### src/rtl/ncpu32k_bus_arb.sv
`default_nettype none
// ============================================================================
// Module   : ncpu32k_bus_arb
// Purpose  : Shares one memory command/response port between the fetch bus
//            (ibus) and the load/store bus (dbus), one transaction in flight.
//            Define NCPU_BUS_ARB_RR_EN for round-robin; otherwise dbus wins.
// Revision : 1.0 - initial release
// ============================================================================
module ncpu32k_bus_arb #(
    parameter int AW = 32,
    parameter int DW = 32
) (
    input  logic            clk,
    input  logic            rst,
    // fetch bus
    input  logic            ibus_cmd_valid,
    output logic            ibus_cmd_ready,
    input  logic [AW-1:0]   ibus_cmd_addr,
    input  logic            ibus_flush_req,
    output logic            ibus_valid,
    input  logic            ibus_ready,
    output logic [DW-1:0]   ibus_dout,
    // load/store bus
    input  logic            dbus_cmd_valid,
    output logic            dbus_cmd_ready,
    input  logic [AW-1:0]   dbus_cmd_addr,
    input  logic [DW/8-1:0] dbus_cmd_we,
    input  logic [DW-1:0]   dbus_din,
    output logic            dbus_valid,
    input  logic            dbus_ready,
    output logic [DW-1:0]   dbus_dout,
    // memory port
    output logic            mem_cmd_valid,
    input  logic            mem_cmd_ready,
    output logic [AW-1:0]   mem_cmd_addr,
    output logic [DW/8-1:0] mem_cmd_we,
    output logic [DW-1:0]   mem_din,
    input  logic            mem_valid,
    output logic            mem_ready,
    input  logic [DW-1:0]   mem_dout
);

    typedef enum logic [1:0] {
        S_IDLE   = 2'd0,
        S_BUSY_I = 2'd1,
        S_BUSY_D = 2'd2,
        S_DRAIN  = 2'd3
    } state_t;

    state_t r_state;
    logic   w_grant_d;
    logic   w_cmd_hs;
    logic   w_rsp_hs;

    assign w_cmd_hs = mem_cmd_valid & mem_cmd_ready;
    assign w_rsp_hs = mem_valid & mem_ready;

`ifdef NCPU_BUS_ARB_RR_EN
    // r_rr_ptr = 0 prefers ibus, 1 prefers dbus; it points at the loser
    // of each accepted command so contending requesters alternate.
    logic r_rr_ptr;

    assign w_grant_d = dbus_cmd_valid & (~ibus_cmd_valid | r_rr_ptr);

    always_ff @(posedge clk) begin
        if (rst) begin
            r_rr_ptr <= 1'b0;
        end else if ((r_state == S_IDLE) && w_cmd_hs) begin
            r_rr_ptr <= ~w_grant_d;
        end
    end
`else
    assign w_grant_d = dbus_cmd_valid;
`endif

    // Command path: winner muxed straight through; fetches never write.
    assign mem_cmd_addr = w_grant_d ? dbus_cmd_addr : ibus_cmd_addr;
    assign mem_cmd_we   = w_grant_d ? dbus_cmd_we   : '0;
    assign mem_din      = w_grant_d ? dbus_din      : '0;

    // Response data reaches only the owner recorded at command acceptance.
    assign ibus_dout = (r_state == S_BUSY_I) ? mem_dout : '0;
    assign dbus_dout = (r_state == S_BUSY_D) ? mem_dout : '0;

    always_comb begin
        mem_cmd_valid  = 1'b0;
        ibus_cmd_ready = 1'b0;
        dbus_cmd_ready = 1'b0;
        mem_ready      = 1'b0;
        ibus_valid     = 1'b0;
        dbus_valid     = 1'b0;
        case (r_state)
            S_IDLE: begin
                mem_cmd_valid  = w_grant_d ? dbus_cmd_valid : ibus_cmd_valid;
                dbus_cmd_ready = w_grant_d & mem_cmd_ready;
                ibus_cmd_ready = ~w_grant_d & mem_cmd_ready;
            end
            S_BUSY_I: begin
                if (ibus_flush_req) begin
                    mem_ready = 1'b1;
                end else begin
                    ibus_valid = mem_valid;
                    mem_ready  = ibus_ready;
                end
            end
            S_BUSY_D: begin
                dbus_valid = mem_valid;
                mem_ready  = dbus_ready;
            end
            S_DRAIN: begin
                mem_ready = 1'b1;
            end
            default: begin
                mem_ready = 1'b0;
            end
        endcase
        if (rst) begin
            mem_cmd_valid  = 1'b0;
            ibus_cmd_ready = 1'b0;
            dbus_cmd_ready = 1'b0;
            mem_ready      = 1'b0;
            ibus_valid     = 1'b0;
            dbus_valid     = 1'b0;
        end
    end

    always_ff @(posedge clk) begin
        if (rst) begin
            r_state <= S_IDLE;
        end else begin
            case (r_state)
                S_IDLE: begin
                    if (w_cmd_hs) begin
                        r_state <= w_grant_d ? S_BUSY_D : S_BUSY_I;
                    end
                end
                S_BUSY_I: begin
                    if (ibus_flush_req && !mem_valid) begin
                        r_state <= S_DRAIN;
                    end else if (w_rsp_hs) begin
                        r_state <= S_IDLE;
                    end
                end
                S_BUSY_D: begin
                    if (w_rsp_hs) begin
                        r_state <= S_IDLE;
                    end
                end
                S_DRAIN: begin
                    if (mem_valid) begin
                        r_state <= S_IDLE;
                    end
                end
                default: begin
                    r_state <= S_IDLE;
                end
            endcase
        end
    end

endmodule
`default_nettype wire

### config.mk
export PLATFORM = sky130hd
export DESIGN_NAME = ncpu32k_bus_arb
export DESIGN_NICKNAME = d
export VERILOG_FILES = /design/src/rtl/ncpu32k_bus_arb.sv
export SDC_FILE = /design/constraint.sdc
export NUM_CORES = 1
export LEC_CHECK = 0
export BUFFER_PORTS_ARGS = -buffer_cell sky130_fd_sc_hd__buf_2
export CAP_MARGIN = 30
export CORE_AREA = 2 2 110 112
export DETAILED_ROUTE_END_ITERATION = 6
export DIE_AREA = 0 0 112 114
export HOLD_SLACK_MARGIN = 0.02
export PLACE_DENSITY = 0.48
export SETUP_SLACK_MARGIN = 0.05
export SYNTH_ARGS = -nofsm -noshare
export SYNTH_HDL_FRONTEND = slang
export SYNTH_SLANG_ARGS = --single-unit
### constraint.sdc
create_clock -name clk -period 1.4 [get_ports clk]
set_clock_uncertainty 0.2 [all_clocks]
set_input_delay 0.07 -clock clk [delete_from_list [all_inputs] [get_ports clk]]
set_output_delay 0.07 -clock clk [all_outputs]
set_load 0.01 [all_outputs]
==> flow_metrics.tcl, run 1 <==
set metrics [dict create \
    dr_total_vias 2289 \
    clock_sinks 2 \
    finish.utilization_pct 25.73 \
    slew_violations 0 \
    final_common_cell "buf_2" \
    firstDrtPassIters 2 \
    largest_reg_flops 2 \
    syn_to_final_growth_pct 140.8 \
    drc_errors 0 \
    avgSynthCellArea_sq_um 7.317 \
    timing.rr.end "r_state[1]" \
    finalHoldViolCount 0 \
    layout_min_cycle_time_ns 1.513 \
    dpl_worst_slack_ns 0.02586 \
    numCtsBuffers 3 \
    via_per_inst 3.847 \
    fp.dieH_microns 114 \
    dp_hpwl_microns 5881 \
    violations "negative setup slack" \
    yosysWarnings 0 \
    max_slew_margin_pct 83.89 \
    ys_ff_latch 2 \
    hold_depth 3 \
    endpoint_kind "output port" \
    crit_path_max_fanout 33 \
    antenna_found_initial 0 \
    pwr_density_cell_mw_per_mm2 426.8 \
    fmax_ghz 0.6611 \
    hold_path_class "input pin to register" \
    placementRows 40 \
    cap_viol_max_count 0 \
    drtIter0Drc 26 \
    syn_inst 171 \
    setup_viol 68 \
    antennaDiodeCount 0 \
    r2r_cells 3 \
    synth_nets 312 \
    wl_microns 6928 \
    routabilityCongestion 0.7831 \
    worstSetupPathType "register to output port" \
    startpoint_type "register" \
    r2r_slack_ns 0.12 \
    p_total_mw 1.286 \
    whs_endpoint "r_state[0]" \
    grt_pass1_wl_microns 10030 \
    rsz0062_at_grt "true" \
    synthArstFlopShare_pct 0 \
    fin_ws_ns -0.1125 \
    synth_edf_count 0 \
    top_regs "r_state x2" \
    ir_drop_mv 0.2392 \
    ys_seq_area_share_pct 3.200 \
    status "finished with violations" \
    drive_above_1_share_pct 66.07 \
    worst_slew_pin_slew_ns 0.2417 \
    synth_area_sq_mm 0.001251 \
    cts-htree-levels 1 \
    overflow 0 \
    leakage_nw 1.824 \
    r2r-start "r_state[0]" \
    wl_per_cell_microns 11.64 \
    io_buffers 278 \
    pin_count 279 \
    final_nets 591 \
    coreArea_sq_mm 0.01171 \
    clk_pin_slew_ns 0.03 \
    die_w_microns 112 \
    final_cell_mix "buf_2, and2_1, mux2_1" \
    ant_nets 0 \
    cts_root_buf "clkbuf_16" \
    finalCritPeriodShare_pct 108.0 \
    grt_max_degree 54 \
    top_register "r_state" \
    nFillCells 1294 \
    arrival_ns 1.24 \
    dieArea_sq_mm 0.01277 \
    crit_required_ns 1.13 \
    tns_ns -5.446 \
    start_util_pct 10.68 \
    grt_pass1_vias 2153 \
    ys.flop_type "dfxtp_1" \
    cts_buffer_depth 2 \
    ys_types 23 \
    grtUsageTotal_pct 9.498 \
    tritoncts "yes" \
    worstSkewPairLatency_ns 0.22 \
    worst_hold_startpoint "ibus_ready" \
]
## synth_stat cells (all sizes together) (2+ instances only)
master / number / share of area, %
dfxtp: 2 / 3.2
nor4: 3 / 2.0
and2: 100 / 50
clkbuf: 2 / 0.60
nand2: 2 / 0.60
mux2: 32 / 29
and2b: 2 / 1.4
o21ai: 3 / 1.2
buf: 14 / 6.4
## worst max-delay path by stage
stage	start	to	slack, ns
6_report	r_state[0]	dbus_valid	-0.11
5_1_grt	r_state[0]	dbus_valid	-0.17
4_1_cts	r_state[0]	dbus_valid	-0.12
3_5_place_dp	r_state[1]	ibus_valid	0.03
3_3_place_gp	r_state[1]	ibus_valid	0.05
2_1_floorplan	r_state[0]	r_state[0]	0.13
## final cells by class
type | instances | area [sq um] | area share [%]
well taps | 147 | 183.9 | 6.105
repair buffers | 289 | 1528 | 50.71
inverters | 1 | 3.754 | 0.1246
multi-input cells | 153 | 1177 | 39.08
flip-flops and latches | 2 | 45.04 | 1.495
clock buffers | 3 | 75.07 | 2.492
## cell families after synthesis
kind of cell | after synthesis | synth area share, %
DFF | 2 | 3.200
AOI/OAI and AO/OA | 7 | 3.500
and+or+nand+nor | 113 | 57.20
muxes | 32 | 28.80
buffers and inverters | 17 | 7.300
## report_power, final
group,internal (mW),switching (mW)
Combinational,0.427,0.371
Sequential,0.0606,0.00457
Clock,0.363,0.0599
Total,0.851,0.435
## metrics by stage
step	instances	hold slack, ns	instance area (sq um)
after CTS	595	0.1015	3002
after global placement	585	0.1241	2801
after global routing	595	0.1289	3013
after detailed placement	585	0.1229	2801
final	595	0.1091	3013
after floorplan	171	-0.06059	1251
## critical path, cell delays in order, from the launching register on
cell and delay (ns):
dfxtp_4 0.35, and2b_1 0.20, buf_12 0.16, and3_1 0.18
buf_2 0.13
## layer usage
| layer | wire, microns | GRT usage [%] | part of all wire, % |
|---|---|---|---|
| met5 | 0 | 0 | 0 |
| met4 | 34 | 1.626 | 0.49 |
| met3 | 693 | 1.488 | 10 |
| met2 | 3934 | 20.81 | 57 |
| met1 | 2266 | 9.237 | 33 |
## repair_timing
| action | 4_1_cts | 5_1_grt |
|---|---|---|
| hold buffers | 5 | 0 |
| setup endpoints to repair | 70 | 70 |
| buffers inserted | 1 | 0 |
| cloned | 1 | 0 |
| resized for setup | 10 | 2 |
| hold endpoints to repair | 2 | 0 |
| pin swaps | 2 | 1 |
No activity file was read; power rests on OpenSTA's default activity.
==> run 2, diff against run 1 <==
--- a/config.mk
+++ b/config.mk
@@ -10,6 +10,7 @@
 export CORE_AREA = 2 2 110 112
 export DETAILED_ROUTE_END_ITERATION = 6
 export DIE_AREA = 0 0 112 114
+export GPL_TIMING_DRIVEN = 0
 export HOLD_SLACK_MARGIN = 0.02
 export PLACE_DENSITY = 0.48
 export SETUP_SLACK_MARGIN = 0.05
==> flow_metrics.tcl, run 2 (synthesis results as in run 1) <==
set metrics [dict create \
    status "finished with violations" \
    top_regs "r_state x2" \
    largest_reg_flops 2 \
    grt_max_degree 11 \
    wl_per_cell_microns 12.87 \
    multi_input_area_sq_mm 0.001286 \
    finalHoldViolCount 0 \
    comb_power_share_pct 65.3 \
    power_switching_uw 482.3 \
    fmax_ghz 0.6433 \
    dieArea_sq_mm 0.01277 \
    die_w_microns 112 \
    layout_min_cycle_time_ns 1.554 \
    nFillCells 1240 \
    drive_above_1_share_pct 75.91 \
    fp.dieH_microns 114 \
    clk_pin_slew_ns 0.03 \
    final_common_cell "buf_2" \
    grtUsageTotal_pct 10.27 \
    grt_pass1_wl_microns 10680 \
    slew_violations 0 \
    crit_required_ns 1.13 \
    wl_microns 7876 \
    max_slew_margin_pct 81.89 \
    crit_family "buffers and inverters" \
    rsz0062_at_grt "true" \
    numCtsBuffers 3 \
    syn_to_final_growth_pct 181.1 \
    overflow 0 \
    firstDrtPassIters 3 \
    coreArea_sq_mm 0.01171 \
    via_per_inst 3.892 \
    cp_cell_sequence "buf_6 -> and2b_2 -> buf_6 -> and2_4 -> buf_6" \
    cap_viol_max_count 0 \
    antennaDiodeCount 0 \
    leakage_nw 1.991 \
    startpoint_type "register" \
    crit_slowest_cell "dfxtp_2" \
    final_nets 608 \
    pwr_density_cell_mw_per_mm2 406.8 \
    critPathBufInv 3 \
    drc_errors 0 \
    violations "negative setup slack" \
    clock_power_share_pct 30.1 \
    cts-htree-levels 1 \
    finalCritPeriodShare_pct 111.0 \
    endpoint_kind "output port" \
    antenna_found_initial 0 \
    top_register "r_state" \
    drtIter0Drc 35 \
    crit_path_max_fanout 5 \
    p_total_mw 1.431 \
    swShare_pct 33.71 \
    worst_slew_pin_slew_ns 0.2717 \
    cpPeakStageDelay_ns 0.31 \
    arrival_ns 1.28 \
    dp_hpwl_microns 6331 \
    start_util_pct 10.68 \
    pwr-share-seq_pct 4.6 \
    pin_count 279 \
    ant_nets 0 \
    routabilityCongestion 0.7233 \
    tritoncts "yes" \
    grt_pass1_vias 2199 \
    setup_viol 69 \
    ir_drop_mv 0.2910 \
    cts_buffer_depth 2 \
    seq_area_sq_um 45.04 \
    worstSkewPairLatency_ns 0.22 \
    io_buffers 277 \
    placementRows 40 \
    worstSetupPathType "register to output port" \
    fin_ws_ns -0.1545 \
    final_cell_mix "buf_2, and2_1, buf_6" \
    dr_total_vias 2382 \
    hold_path_class "input pin to register" \
    dp.cells 595 \
    worst_path_most_repeated_cell "buf_6" \
    cts_root_buf "clkbuf_16" \
    p_int_uw 948.5 \
    clock_sinks 2 \
    stdcell_count 612 \
]
-- run 2: final timing paths --
check / to / cells past startpoint / from / slack [ns]
setup reg to reg: r_state[1] / 5 / r_state[0] / -0.04
hold / removal: r_state[0] / 3 / rst / 0.11
hold reg to reg: r_state[1] / 3 / r_state[1] / 0.49
setup / recovery: ibus_dout[17] / 5 / r_state[0] / -0.15
-- run 2: final cells by class --
class                      count  area share [%]
multi-input combinational    153           36.57
sequential                     2           1.281
inverter                       1          0.1067
buffer                        15           3.878
timing repair buffer         291           50.80
clock buffer                   3           2.134
tap                          147           5.229
-- run 2: stage by stage --
step	hold slack (ns)	TNS (ns)	cell area, sq um	utilization [%]	setup slack (ns)
global placement	0.1086	-1.148	2821	24.09	-0.06773
detailed placement	0.1067	-2.284	2821	24.09	-0.1038
global route	0.1249	-10.32	3517	30.03	-0.1974
finish	0.1073	-7.590	3517	30.03	-0.1545
floorplan	-0.06059	0	1251	-	0.1326
CTS	0.1080	-7.934	3276	27.97	-0.1433
-- run 2: worst min-delay path, stage by stage --
cell and delay [ns]:
buf_2 0.17, inv_1 0.10, a32o_1 0.16
-- run 2: repair_timing --
| action | in CTS | in global routing |
|---|---|---|
| endpoints found under the hold margin | 2 | 0 |
| setup endpoints to repair | 74 | 75 |
| cloned | 4 | 1 |
| hold buffers | 5 | 0 |
| pin swaps | 39 | 17 |
| resized for setup | 69 | 53 |
| buffers inserted | 3 | 2 |
-- run 2: power by group through the flow --
stage                     clock, mW  sequential (mW)  combinational [mW]
after detailed placement          0           0.0625               0.769
after floorplan                   0           0.0623               0.342
after global placement            0           0.0624               0.763
after global routing          0.442           0.0659                1.01
after CTS                     0.430           0.0645               0.876
final                         0.431           0.0654               0.934
-- run 2: layer usage --
metal	wire (microns)	global-route usage (%)	vias up
met5	0	0	-
met4	24	1.220	0
met3	716	1.913	2
met2	4631	22.91	150
met1	2503	9.683	1083
li1	-	-	1147
==> run 3, diff against run 2 <==
--- a/config.mk
+++ b/config.mk
@@ -12,7 +12,6 @@
 export DIE_AREA = 0 0 112 114
 export GPL_TIMING_DRIVEN = 0
 export HOLD_SLACK_MARGIN = 0.02
-export PLACE_DENSITY = 0.48
 export SETUP_SLACK_MARGIN = 0.05
 export SYNTH_ARGS = -nofsm -noshare
 export SYNTH_HDL_FRONTEND = slang
==> flow_metrics.tcl, run 3 (synthesis results as in run 1) <==
set metrics [dict create \
    endpoint_kind "output port" \
    drtIter0Drc 41 \
    pwr_density_cell_mw_per_mm2 404.5 \
    final_nets 607 \
    multi_input_area_sq_mm 0.001274 \
    startpoint_type "register" \
    cts-htree-levels 1 \
    firstDrtPassIters 4 \
    drive_above_1_share_pct 75.43 \
    overflow 0 \
    fmax_ghz 0.6430 \
    cts_buffer_depth 2 \
    setup_viol 69 \
    syn_to_final_growth_pct 180.2 \
    stdcell_count 611 \
    clk_pin_slew_ns 0.03 \
    dieArea_sq_mm 0.01277 \
    wl_per_cell_microns 12.37 \
    wl_microns 7558 \
    antennaDiodeCount 0 \
    via_per_inst 3.810 \
    start_util_pct 10.68 \
    placementRows 40 \
    dp_hpwl_microns 5918 \
    ir_drop_mv 0.1977 \
    largest_reg_flops 2 \
    seq_area_sq_um 45.04 \
    grt_pass1_vias 2144 \
    grtUsageTotal_pct 10.04 \
    dpl_worst_slack_ns -0.1729 \
    grt_max_degree 11 \
    p_total_mw 1.418 \
    top_regs "r_state x2" \
    clock_sinks 2 \
    fin_ws_ns -0.1553 \
    ant_nets 0 \
    status "finished with violations" \
    dpl_cell_area_sq_mm 0.002821 \
    top_register "r_state" \
    routabilityCongestion 0.8159 \
    final_common_cell "buf_2" \
    rsz0062_at_grt "true" \
    dr_total_vias 2328 \
    die_w_microns 112 \
    layout_min_cycle_time_ns 1.555 \
    tns_ns -7.549 \
    finalHoldViolCount 0 \
    violations "negative setup slack" \
    dp.cells 595 \
    antenna_found_initial 0 \
    leakage_nw 1.990 \
    io_buffers 277 \
    coreArea_sq_mm 0.01171 \
    cts_root_buf "clkbuf_16" \
    hold_path_class "input pin to register" \
    crit_required_ns 1.13 \
    drc_errors 0 \
    max_slew_margin_pct 82.68 \
    finish.utilization_pct 29.94 \
    hold_ws_ns 0.03467 \
    arrival_ns 1.29 \
    grt_pass1_wl_microns 10370 \
    cap_viol_max_count 0 \
    worst_slew_pin_slew_ns 0.2599 \
    fp.dieH_microns 114 \
    crit_path_max_fanout 5 \
    final_cell_mix "buf_2, and2_1, buf_6" \
    finalCritPeriodShare_pct 111.1 \
    nFillCells 1236 \
    slew_violations 0 \
    tritoncts "yes" \
    numCtsBuffers 3 \
    worstSkewPairLatency_ns 0.22 \
    pin_count 279 \
    worstSetupPathType "register to output port" \
    postLayoutCellArea_sq_mm 0.003506 \
]
## run 3: cell type report
cell class,instances,area share (%)
inverters,1,0.1071
repair buffers,290,51.11
plain buffers,15,3.783
clock buffers,3,2.141
well taps,147,5.246
multi-input cells,153,36.33
flip-flops and latches,2,1.285
## run 3: path summary, 6_finish.rpt
path              start             to  slack (ns)  cells after the start
min reg2reg  r_state[1]     r_state[1]        0.46                      3
min           mem_valid     r_state[1]        0.03                      4
max reg2reg  r_state[0]     r_state[1]       -0.05                      4
max          r_state[0]  ibus_dout[24]       -0.16                      5
## run 3: report_power, final
part	switching, mW	internal, mW	total, mW
sequential	0.00418	0.0611	0.0653
combinational	0.400	0.523	0.923
clock	0.0668	0.363	0.430
## run 3: critical path, stage by stage (launching register included)
cell and delay (ns):
dfxtp_2 0.31, buf_6 0.12, and2b_2 0.23, buf_6 0.14, and2_1 0.12, buf_2 0.13
## run 3: routing by layer
| layer | GRT usage [%] | routed length (microns) | vias up |
|---|---|---|---|
| met1 | 12.62 | 3113 | 1044 |
| met3 | 2.072 | 583 | 3 |
| li1 | - | - | 1147 |
| met5 | 0 | 0 | - |
| met4 | 2.602 | 25 | 0 |
| met2 | 17.58 | 3835 | 134 |
## run 3: what timing repair did
action                                 in CTS  in global routing
gates cloned                                6                  0
hold buffers                                5                  0
setup buffers                               3                  0
setup endpoints to repair                  72                 77
pin swaps                                  44                  5
resized for setup                          49                 70
endpoints found under the hold margin       2                  0
